File: src/rtl/astro_dificuldade_pkg.sv
// -----------------------------------------------------------------------------
// astro_dificuldade_pkg
// Shared constants for the asteroid-game difficulty scheduler:
//   - MAX_LEVELS   : upper bound on the number of difficulty levels.
//   - TAB_GERA / TAB_MOVE_ASTE / TAB_MOVE_TIRO : per-level interval tables
//     (clock cycles), used when DIFF_RAMP_EN is not defined.
//   - BASE_x / STEP_x / MIN_x : linear-ramp constants, used only when
//     DIFF_RAMP_EN is defined.
//   - nivel_idx_t  : index type wide enough to address any table entry.
// -----------------------------------------------------------------------------
package astro_dificuldade_pkg;

    localparam int MAX_LEVELS = 16;

    // Full-width table index; narrower level registers are zero-extended to it.
    typedef logic [$clog2(MAX_LEVELS)-1:0] nivel_idx_t;

    typedef logic [63:0] tab_t [MAX_LEVELS];

    // Asteroid spawn interval: 350M cycles at level 0, 20M shorter per level.
    localparam tab_t TAB_GERA = '{
        64'd350000000, 64'd330000000, 64'd310000000, 64'd290000000,
        64'd270000000, 64'd250000000, 64'd230000000, 64'd210000000,
        64'd190000000, 64'd170000000, 64'd150000000, 64'd130000000,
        64'd110000000, 64'd90000000,  64'd70000000,  64'd50000000
    };

    // Asteroid move interval: 200M cycles at level 0, 10M shorter per level.
    localparam tab_t TAB_MOVE_ASTE = '{
        64'd200000000, 64'd190000000, 64'd180000000, 64'd170000000,
        64'd160000000, 64'd150000000, 64'd140000000, 64'd130000000,
        64'd120000000, 64'd110000000, 64'd100000000, 64'd90000000,
        64'd80000000,  64'd70000000,  64'd60000000,  64'd50000000
    };

    // Shot move interval: 20M cycles at level 0, 1M shorter per level.
    localparam tab_t TAB_MOVE_TIRO = '{
        64'd20000000, 64'd19000000, 64'd18000000, 64'd17000000,
        64'd16000000, 64'd15000000, 64'd14000000, 64'd13000000,
        64'd12000000, 64'd11000000, 64'd10000000, 64'd9000000,
        64'd8000000,  64'd7000000,  64'd6000000,  64'd5000000
    };

    // Linear-ramp constants: interval = max(BASE - nivel*STEP, MIN).
    localparam logic [63:0] BASE_GERA      = 64'd100;
    localparam logic [63:0] STEP_GERA      = 64'd30;
    localparam logic [63:0] MIN_GERA       = 64'd20;
    localparam logic [63:0] BASE_MOVE_ASTE = 64'd80;
    localparam logic [63:0] STEP_MOVE_ASTE = 64'd20;
    localparam logic [63:0] MIN_MOVE_ASTE  = 64'd10;
    localparam logic [63:0] BASE_MOVE_TIRO = 64'd40;
    localparam logic [63:0] STEP_MOVE_TIRO = 64'd5;
    localparam logic [63:0] MIN_MOVE_TIRO  = 64'd8;

endpackage

File: src/rtl/contador_ticks_nivel.sv
// -----------------------------------------------------------------------------
// contador_ticks_nivel
// In-level tick counter. Counts enabled cycles from 0 to LEVEL_TICKS-1, then
// wraps to 0 (advancing to the next level) or, on the last level, saturates.
// Ports:
//   i_clk  : clock
//   i_rst  : synchronous active-high reset (Q -> 0)
//   i_ld   : level load, clears Q
//   i_cnt  : count enable (ent && enp)
//   i_sat  : current level is the last one; the counter must not wrap
//   o_q    : tick count within the current level
//   o_fim  : end-of-level strobe; high when this edge advances the level
// -----------------------------------------------------------------------------
module contador_ticks_nivel #(
    parameter int LEVEL_TICKS = 10000,
    parameter int CNT_W       = 32
) (
    input  logic             i_clk,
    input  logic             i_rst,
    input  logic             i_ld,
    input  logic             i_cnt,
    input  logic             i_sat,
    output logic [CNT_W-1:0] o_q,
    output logic             o_fim
);

    localparam logic [CNT_W-1:0] LAST_Q = CNT_W'(LEVEL_TICKS - 1);

    logic [CNT_W-1:0] r_q;
    logic             w_no_fim;

    assign w_no_fim = (r_q == LAST_Q);
    // Advance only when counting out of the final tick of a non-final level.
    assign o_fim    = i_cnt && w_no_fim && !i_sat;
    assign o_q      = r_q;

    always_ff @(posedge i_clk) begin
        if (i_rst) begin
            r_q <= '0;
        end else if (i_ld) begin
            r_q <= '0;
        end else if (i_cnt) begin
            if (!w_no_fim) begin
                r_q <= r_q + 1'b1;
            end else if (!i_sat) begin
                r_q <= '0;
            end
            // last tick of last level: hold (saturate)
        end
    end

endmodule

File: src/rtl/contador_dificuldades_param.sv
// -----------------------------------------------------------------------------
// contador_dificuldades_param
// Parametrised difficulty scheduler for the asteroid game. Walks through
// N_LEVELS levels of LEVEL_TICKS enabled cycles each and drives the interval
// values used by the game timers.
// Optional build macro: DIFF_RAMP_EN -- intervals computed from a linear ramp
// (BASE_x/STEP_x/MIN_x) instead of the per-level tables.
// Ports:
//   clock           : system clock
//   clr             : synchronous active-high reset
//   ld              : load level from D_nivel (clamped to N_LEVELS-1)
//   ent, enp        : count enables (both needed to count; ent also gates rco)
//   D_nivel         : level to load
//   Q               : tick count within the current level
//   nivel           : current level index
//   nivel_up        : one-cycle pulse after a counted level advance
//   rco             : final level fully elapsed (combinational)
//   tempo_gera_aste : asteroid spawn interval (cycles), 1-cycle after nivel
//   tempo_move_aste : asteroid move interval (cycles), 1-cycle after nivel
//   tempo_move_tiro : shot move interval (cycles), 1-cycle after nivel
// -----------------------------------------------------------------------------
module contador_dificuldades_param
    import astro_dificuldade_pkg::*;
#(
    parameter  int N_LEVELS    = 12,
    parameter  int LEVEL_TICKS = 10000,
    parameter  int CNT_W       = 32,
    parameter  int TW          = 64,
    localparam int LVL_W       = ($clog2(N_LEVELS) < 1) ? 1 : $clog2(N_LEVELS)
) (
    input  logic             clock,
    input  logic             clr,
    input  logic             ld,
    input  logic             ent,
    input  logic             enp,
    input  logic [LVL_W-1:0] D_nivel,
    output logic [CNT_W-1:0] Q,
    output logic [LVL_W-1:0] nivel,
    output logic             nivel_up,
    output logic             rco,
    output logic [TW-1:0]    tempo_gera_aste,
    output logic [TW-1:0]    tempo_move_aste,
    output logic [TW-1:0]    tempo_move_tiro
);

    generate
        if (N_LEVELS < 2 || N_LEVELS > MAX_LEVELS) begin : g_bad_levels
            $error("contador_dificuldades_param: N_LEVELS out of range");
        end
        if (LEVEL_TICKS < 2) begin : g_bad_ticks
            $error("contador_dificuldades_param: LEVEL_TICKS must be >= 2");
        end
        if ((longint'(LEVEL_TICKS - 1) >> CNT_W) != 0) begin : g_bad_cnt_w
            $error("contador_dificuldades_param: CNT_W too narrow for LEVEL_TICKS-1");
        end
    endgenerate

    localparam logic [LVL_W-1:0] LAST_LVL = LVL_W'(N_LEVELS - 1);
    localparam logic [CNT_W-1:0] LAST_Q   = CNT_W'(LEVEL_TICKS - 1);

    logic [LVL_W-1:0] r_nivel;
    logic             r_up;
    logic [TW-1:0]    r_tempo_gera;
    logic [TW-1:0]    r_tempo_move_aste;
    logic [TW-1:0]    r_tempo_move_tiro;

    logic             w_cnt;
    logic             w_sat;
    logic             w_fim;
    logic [CNT_W-1:0] w_q;
    logic [LVL_W-1:0] w_ld_nivel;
    logic [LVL_W-1:0] w_lvl_src;
    logic [TW-1:0]    w_gera_next;
    logic [TW-1:0]    w_move_aste_next;
    logic [TW-1:0]    w_move_tiro_next;

    assign w_cnt      = ent && enp;
    assign w_sat      = (r_nivel == LAST_LVL);
    assign w_ld_nivel = (D_nivel > LAST_LVL) ? LAST_LVL : D_nivel;

    contador_ticks_nivel #(
        .LEVEL_TICKS (LEVEL_TICKS),
        .CNT_W       (CNT_W)
    ) u_ticks (
        .i_clk (clock),
        .i_rst (clr),
        .i_ld  (ld),
        .i_cnt (w_cnt),
        .i_sat (w_sat),
        .o_q   (w_q),
        .o_fim (w_fim)
    );

    // Intervals follow the level register one edge later; clr forces the
    // level-0 values on the reset edge itself.
    assign w_lvl_src = clr ? '0 : r_nivel;

`ifdef DIFF_RAMP_EN
    // max(BASE - n*STEP, MIN) without ever forming a negative difference.
    function automatic logic [TW-1:0] rampa(
        input logic [63:0]      base,
        input logic [63:0]      step,
        input logic [63:0]      minv,
        input logic [LVL_W-1:0] n
    );
        logic [TW-1:0] b;
        logic [TW-1:0] s;
        logic [TW-1:0] m;
        logic [TW-1:0] p;
        b = TW'(base);
        s = TW'(step);
        m = TW'(minv);
        p = TW'(n) * s;
        return ((b - m) > p) ? (b - p) : m;
    endfunction

    always_comb begin
        w_gera_next      = rampa(BASE_GERA,      STEP_GERA,      MIN_GERA,      w_lvl_src);
        w_move_aste_next = rampa(BASE_MOVE_ASTE, STEP_MOVE_ASTE, MIN_MOVE_ASTE, w_lvl_src);
        w_move_tiro_next = rampa(BASE_MOVE_TIRO, STEP_MOVE_TIRO, MIN_MOVE_TIRO, w_lvl_src);
    end
`else
    always_comb begin
        w_gera_next      = TW'(TAB_GERA[nivel_idx_t'(w_lvl_src)]);
        w_move_aste_next = TW'(TAB_MOVE_ASTE[nivel_idx_t'(w_lvl_src)]);
        w_move_tiro_next = TW'(TAB_MOVE_TIRO[nivel_idx_t'(w_lvl_src)]);
    end
`endif

    always_ff @(posedge clock) begin
        r_tempo_gera      <= w_gera_next;
        r_tempo_move_aste <= w_move_aste_next;
        r_tempo_move_tiro <= w_move_tiro_next;
        if (clr) begin
            r_nivel <= '0;
            r_up    <= 1'b0;
        end else if (ld) begin
            r_nivel <= w_ld_nivel;
            r_up    <= 1'b0;
        end else begin
            // w_fim already includes both enables and the last-level block.
            r_up <= w_fim;
            if (w_fim) begin
                r_nivel <= r_nivel + 1'b1;
            end
        end
    end

    assign Q               = w_q;
    assign nivel           = r_nivel;
    assign nivel_up        = r_up;
    assign rco             = ent && (r_nivel == LAST_LVL) && (w_q == LAST_Q);
    assign tempo_gera_aste = r_tempo_gera;
    assign tempo_move_aste = r_tempo_move_aste;
    assign tempo_move_tiro = r_tempo_move_tiro;

endmodule

File: config.mk
export PLATFORM = sky130hd
export DESIGN_NAME = contador_dificuldades_param
export DESIGN_NICKNAME = d
export VERILOG_FILES = /design/src/rtl/astro_dificuldade_pkg.sv /design/src/rtl/contador_ticks_nivel.sv /design/src/rtl/contador_dificuldades_param.sv
export SDC_FILE = /design/constraint.sdc
export NUM_CORES = 1
export LEC_CHECK = 0
export ABC_AREA = 1
export CORE_MARGIN = 2
export CORE_UTILIZATION = 47
export DETAILED_ROUTE_END_ITERATION = 8
export PLACE_DENSITY = 0.87
export SKIP_LAST_GASP = 1
export SLEW_MARGIN = 10
export SYNTH_ARGS = -nofsm -noshare
export SYNTH_HDL_FRONTEND = slang
export SYNTH_SLANG_ARGS = --single-unit
File: constraint.sdc
create_clock -name clock -period 4.9 [get_ports clock]
set_input_delay 1.225 -clock clock [delete_from_list [all_inputs] [get_ports clock]]
set_output_delay 1.225 -clock clock [all_outputs]
set_load 0.02 [all_outputs]
After elaboration in Yosys (flattened, before gate mapping)
Memories as Yosys holds them, arrays and structs flattened. A register that Yosys moved wholly into a read port is not among the register bits.
Index checks and enable logic that the tools add are counted.
Word-level totals
  register bits after elaboration: 37
  bits in read-only memories: 3072
  bits of input ports: 9
  output and inout port bits: 230
  logic and storage cells: 28
  memories kept: 3
Memories
  (no name shown): depth 16, width 64, rd ports 1, clocked after memory_dff 1, wr ports 0, RTL line contador_dificuldades_param.sv:126  | w_move_tiro_next = TW'(TAB_MOVE_TIRO[nivel_idx_t'(w_lvl_src)]);
  (no name shown): depth 16, width 64, rd ports 1, clocked after memory_dff 1, wr ports 0, RTL line contador_dificuldades_param.sv:125  | w_move_aste_next = TW'(TAB_MOVE_ASTE[nivel_idx_t'(w_lvl_src)]);
  (no name shown): depth 16, width 64, rd ports 1, clocked after memory_dff 1, wr ports 0, RTL line contador_dificuldades_param.sv:124  | w_gera_next = TW'(TAB_GERA[nivel_idx_t'(w_lvl_src)]);
Operators by class
  $add $sub $neg: 2
  order comparisons: 1
  eq/ne operators: 3
  muxes and demuxes: 6
  bitwise operators: 1
  reduce and logical (&&, ||, !) cells: 9
Operators with widths (count)
  $mux W32: 2
  $add A32 B1 Y32 const B: 1
  $eq A32 B14 Y1 const B: 1
  $mux W4: 4
  $logic_and A1 B1 Y1: 5
  $not A4 Y5: 1
  $add A4 B1 Y4 const B: 1
  $eq A4 B4 Y1 const B: 1
  $gt A4 B4 Y1 const B: 1
  $ne A2 B2 Y1 const B: 1
  $reduce_and A2 Y1: 1
  $reduce_bool A2 Y1: 1
  $reduce_or A2 Y1: 1
  $logic_not A1 Y1: 1

Longest topological paths before layout
  depth after elaboration: 5
  mapped depth: 12
  depth with buffers taken out: 12

Modules after synthesis
A second synthesis with hierarchy kept.
Second synthesis, totals
  cells, all modules: 954
  area total of the unflattened synthesis: 6155.9 um^2
Modules (own cells, without submodules)
  contador_dificuldades_param: instances 1, cells an instance 448, area each 3477.1 um^2, seq. area each 1101.1 um^2
  contador_ticks_nivel: instances 1, cells an instance 506, area each 2678.8 um^2, seq. area each 640.6 um^2

Least setup slack after synthesis
OpenSTA, ideal clock, no wires.
  path type: register to output
  start: reg u_ticks.r_q[1], in the netlist u_ticks.o_q[1]
  end: out rco
  arrival: 1.571 ns
  required time: 3.675 ns
  slack: 2.104 ns
  stages on the path, launching flop included: 9
  path buffers: 0
  path through: dfxtp_1 > ha_1 > nand2_2 > nor2_8 > inv_2 > nor2_1 > nand2_1 > nor2_2 > and3_1
Between the ends
  longest elaborated chain between the ends: 2
Ends and longest elaborated chain
  start, declared: RTL line contador_ticks_nivel.sv:29  | logic [CNT_W-1:0] r_q;
  start signal, assigned: RTL line contador_ticks_nivel.sv:44  | r_q <= r_q + 1'b1;
  $eq A32 B14 Y1: RTL line contador_dificuldades_param.sv:152  | assign rco = ent && (r_nivel == LAST_LVL) && (w_q == LAST_Q);
  $logic_and A1 B1 Y1: RTL line contador_dificuldades_param.sv:152
  end, declared: RTL line contador_dificuldades_param.sv:40  | output logic rco,
Every way passes these cells.

Worst setup path in the final report
  start: reg u_ticks.r_q[0], in the netlist u_ticks.o_q[0]
  end: out rco
The elaborated chain is that of the path after synthesis.

==> out/qor.log <==
INFO  place          port_buffers=107
INFO  die            dieWidth=114um
INFO  critical_path  cp.arrival=2530ps
INFO  sta            finalWorstPathRequiredPeriod=3750ps
INFO  clock_tree     cts_hold_buf=0
INFO  clock_tree     post_cts_sizing=0
INFO  power_and_ir_drop power.density_cell_area=270nW/um^2
INFO  route          post-route-drc-count=0
INFO  die            initial_core_util=0.478
INFO  critical_path  cp_slowest_stage_delay=600ps
INFO  route          drt-initial-drc-count=401
INFO  clock_tree     cts.htree.levels=3
INFO  critical_path  worst-setup-path-type=reg -> out
INFO  critical_path  critical_path.cell_chain=ha_1 > nand2_2 > nor2_8 > inv_2 > nor2_1 > nand2_1 > nor2_2 > and3_1 > clkdlybuf4s50_1
INFO  yosys          synthCells=866
INFO  yosys          synthAdderAreaFrac=0.0263
INFO  critical_path  setup.reg_to_reg.worst_slack=2550ps
INFO  yosys          synth_simple_gate_area_frac=0.326
INFO  hold_path      holdCritStartpoint=u_ticks.o_q[0]$_SDFFE_PP0P_
INFO  grt            first_pass_grt_wire_length=22.9mm
INFO  route          drt_total_wl=14.6mm
INFO  die            vertical_extent_of_the_die=114um
INFO  finish         syn2layout_area_growth=15.6%
INFO  yosys          postSynth.topFlopCell=dfxtp_1
INFO  grt            grt.met3_usage=0.0715
INFO  grt            routing_usage_on_met2=0.365
INFO  route          num_vias=5,281
INFO  job            drv_cap=0
INFO  critical_path  path_delay_family=simple AND/OR/NAND/NOR gates
INFO  hold_path      hold_crit_endpoint=u_ticks.o_q[0]$_SDFFE_PP0P_
INFO  critical_path  ff2ff_path_depth=8
INFO  die            core-area=12,000squm
INFO  hold_path      worst_hold_path_type=reg -> reg
INFO  sta            final.period_utilization=0.765
INFO  yosys          yosys.area.top_type=dfxtp_1
INFO  sta            tightestPinTransition=815ps
INFO  critical_path  timing.critical_path.fanout_max=9
INFO  yosys          synth-edff-count=0
INFO  route          avgRoutedWirePerCell=13.2um
INFO  yosys          synthDominantCellAreaShare=0.305
INFO  yosys          synth_compound_gate_area_share=0.0609
INFO  sta            timing.final.hold_violations=0
INFO  sta            grt_setup_unrepaired=no
INFO  die            io_pins=239
INFO  sta            timing.slew.headroom=0.453
INFO  yosys          syn_area=5720squm
INFO  die            die_area=13,100squm
INFO  route          drtPass1Iterations=5
INFO  yosys          post_synth_main_area_contributors=dfxtp_1, buf_4, nand2_1
INFO  critical_path  worst_r2r_startpoint=nivel[0]$_SDFFE_PP0P_
INFO  yosys          yosysSeqAreaShare=0.305
INFO  die            std_cell_rows=40
INFO  yosys          synth-xor-area-share=0.0123
INFO  critical_path  critical_path.reg2reg.endpoint=tempo_move_aste[23]$_DFF_P_
INFO  sta            worst_clock_skew=8.37ps
INFO  yosys          synth_seq_cells=87
INFO  sta            fin_hold_ws=494ps
INFO  grt            gr-max-usage-layer=met2
INFO  critical_path  endpoint_kind=primary output
INFO  sta            maxClockFrequency=267MHz
INFO  grt            grt_usage=0.221
INFO  clock_tree     tritoncts=built
INFO  clock_tree     cts_root_buf=clkbuf_16
INFO  place          hpwl_detailed=11.0mm
INFO  sta            finalSetupViolations=0
INFO  sta            maxSlewViolCount=0
INFO  clock_tree     cts_made_buffers=9
INFO  power_and_ir_drop total_leakage_power=3.09nW
INFO  outcome        outcome=finished, final reports clean
INFO  grt            grt_overflow=0
INFO  critical_path  critPathRequiredTime=3670ps
INFO  clock_tree     worst_skew_pair.late_latency=350ps
INFO  power_and_ir_drop vdd.ir_drop.worst=0.291mV
INFO  route          routed_via_density=4.77
INFO  critical_path  critPathLaunchType=register
INFO  yosys          synth_cell_type_count=38
INFO  grt            globalRouteMet1Util=0.268
INFO  clock_tree     postCtsSetupBuffers=0
INFO  grt            vias_in_the_first_global_route=4,754
INFO  route          ant_nets=0
INFO  yosys          synth_async_sr_flop_share=0
INFO  grt            largest_net_degree_at_the_start_of_global_routing=41
INFO  yosys          dominant_combinational_cell_family_by_area_after_synthesis=simple AND/OR/NAND/NOR gates
INFO  clock_tree     clk_path_buf_depth=2
INFO  yosys          syn_warnings=0
INFO  finish         design.final.nets=976
INFO  yosys          postSynthAreaPerCell=6.60squm
INFO  yosys          synthMuxAreaShare=0
INFO  critical_path  critical-path-slowest-cell=clkdlybuf4s50_1
INFO  critical_path  worst-path-buf-inv=2
INFO  hold_path      hold_depth=1
INFO  grt            initial_antenna_violation_count=0
INFO  finish         proportion_of_layout_cells_with_a_drive_suffix_above_1=0.0396
INFO  place          gp_congestion=0.936
INFO  clock_tree     clkSinkCount=87
INFO  sta            setup_tns=0ps
INFO  clock_tree     cts.reportedPaths.clkPinSlew=60ps
INFO  finish         antenna_cells=0
## cells in the mapped netlist, types with 4 or more instances
master / n
clkbuf_1: 8
nor3_1: 9
nand3_1: 71
o21ai_0: 30
inv_1: 92
nor2_1: 116
nand3b_1: 5
nand4_1: 5
a21oi_1: 22
ha_1: 12
xor2_1: 6
dfxtp_1: 87
buf_4: 142
buf_2: 10
nor2_2: 4
nand2_1: 208
## layout by cell type (no fill, tap or decap), types with 5 or more instances in the layout
master           netlist  routed
ha_1                  12      12
nand3b_1               5       5
buf_4                142       5
nor2_1               116     115
nand4_1                5       5
dfxtp_1               87      87
o21ai_0               30      30
clkdlybuf4s50_1        0     107
inv_1                 92      92
nor3_1                 9       9
nand3_1               71      71
nor2_2                 4       5
xor2_1                 6       6
clkbuf_16              0       9
nand2_1              208     208
conb_1                 2     131
a21oi_1               22      22
## worst max-delay path by stage
| stage | startpoint | endpoint | slack, ps | cells past startpoint |
|---|---|---|---|---|
| after floorplan | u_ticks.o_q[1]$_SDFFE_PP0P_ | rco | 2100 | 8 |
| after global placement | ent | rco | 1210 | 3 |
| after detailed placement | ent | rco | 1190 | 3 |
| after CTS | u_ticks.o_q[0]$_SDFFE_PP0P_ | rco | 1150 | 9 |
| after global routing | u_ticks.o_q[0]$_SDFFE_PP0P_ | rco | 1000 | 9 |
| final | u_ticks.o_q[0]$_SDFFE_PP0P_ | rco | 1150 | 9 |
## report_power, final
part | internal [mW] | total, mW | switching [mW]
Sequential | 0.747 | 0.764 | 0.0175
Clock | 0.355 | 0.670 | 0.314
Combinational | 0.111 | 0.353 | 0.242
Total | 1.21 | 1.79 | 0.574
## final cells by class
type                            count  area (sq um)
Inverter                           96           360
Fill cell                        1130          5350
Clock inverter                      7          61.3
Clock buffer                        9           225
Tap cell                          147           184
Timing Repair Buffer              112          1110
Sequential cell                    87          1740
Multi-Input combinational cell    649          2930
## per-stage QoR
stage / std cells / total power, mW / setup slack [ps] / instance area (sq um) / utilization
floorplan: 995 / 1.09 / 2100 / 6200 / -
global placement: 1091 / 1.13 / 1210 / 6320 / 0.529
detailed placement: 1091 / 1.13 / 1190 / 6320 / 0.529
CTS: 1107 / 1.80 / 1150 / 6610 / 0.553
global route: 1107 / 1.85 / 1000 / 6610 / 0.553
finish: 1107 / 1.79 / 1150 / 6610 / 0.553
## per-layer routing
metal	vias to the layer above	wire length (um)
met5	-	0
met4	0	352
met3	31	1490
met2	278	6910
met1	2381	5870
li1	2591	-
## flip-flops by register name (all words and copies together), names as in the netlist
signal / count
u_ticks.o_q: 32
tempo_move_aste: 20
tempo_gera_aste: 19
tempo_move_tiro: 11
nivel: 4
nivel_up: 1
## kinds of logic (layout without fill, tap and decap cells)
| kind of cell | count (synthesis) | in the layout |
|---|---|---|
| AOI/OAI and AO/OA | 64 | 64 |
| xor gates and xnor gates | 8 | 8 |
| adders and majority gates | 12 | 12 |
| buffers and inverters | 259 | 224 |
| DFF | 87 | 87 |
| other | 2 | 131 |
| and+or+nand+nor | 434 | 434 |
Power figures use the tool's default switching activity.
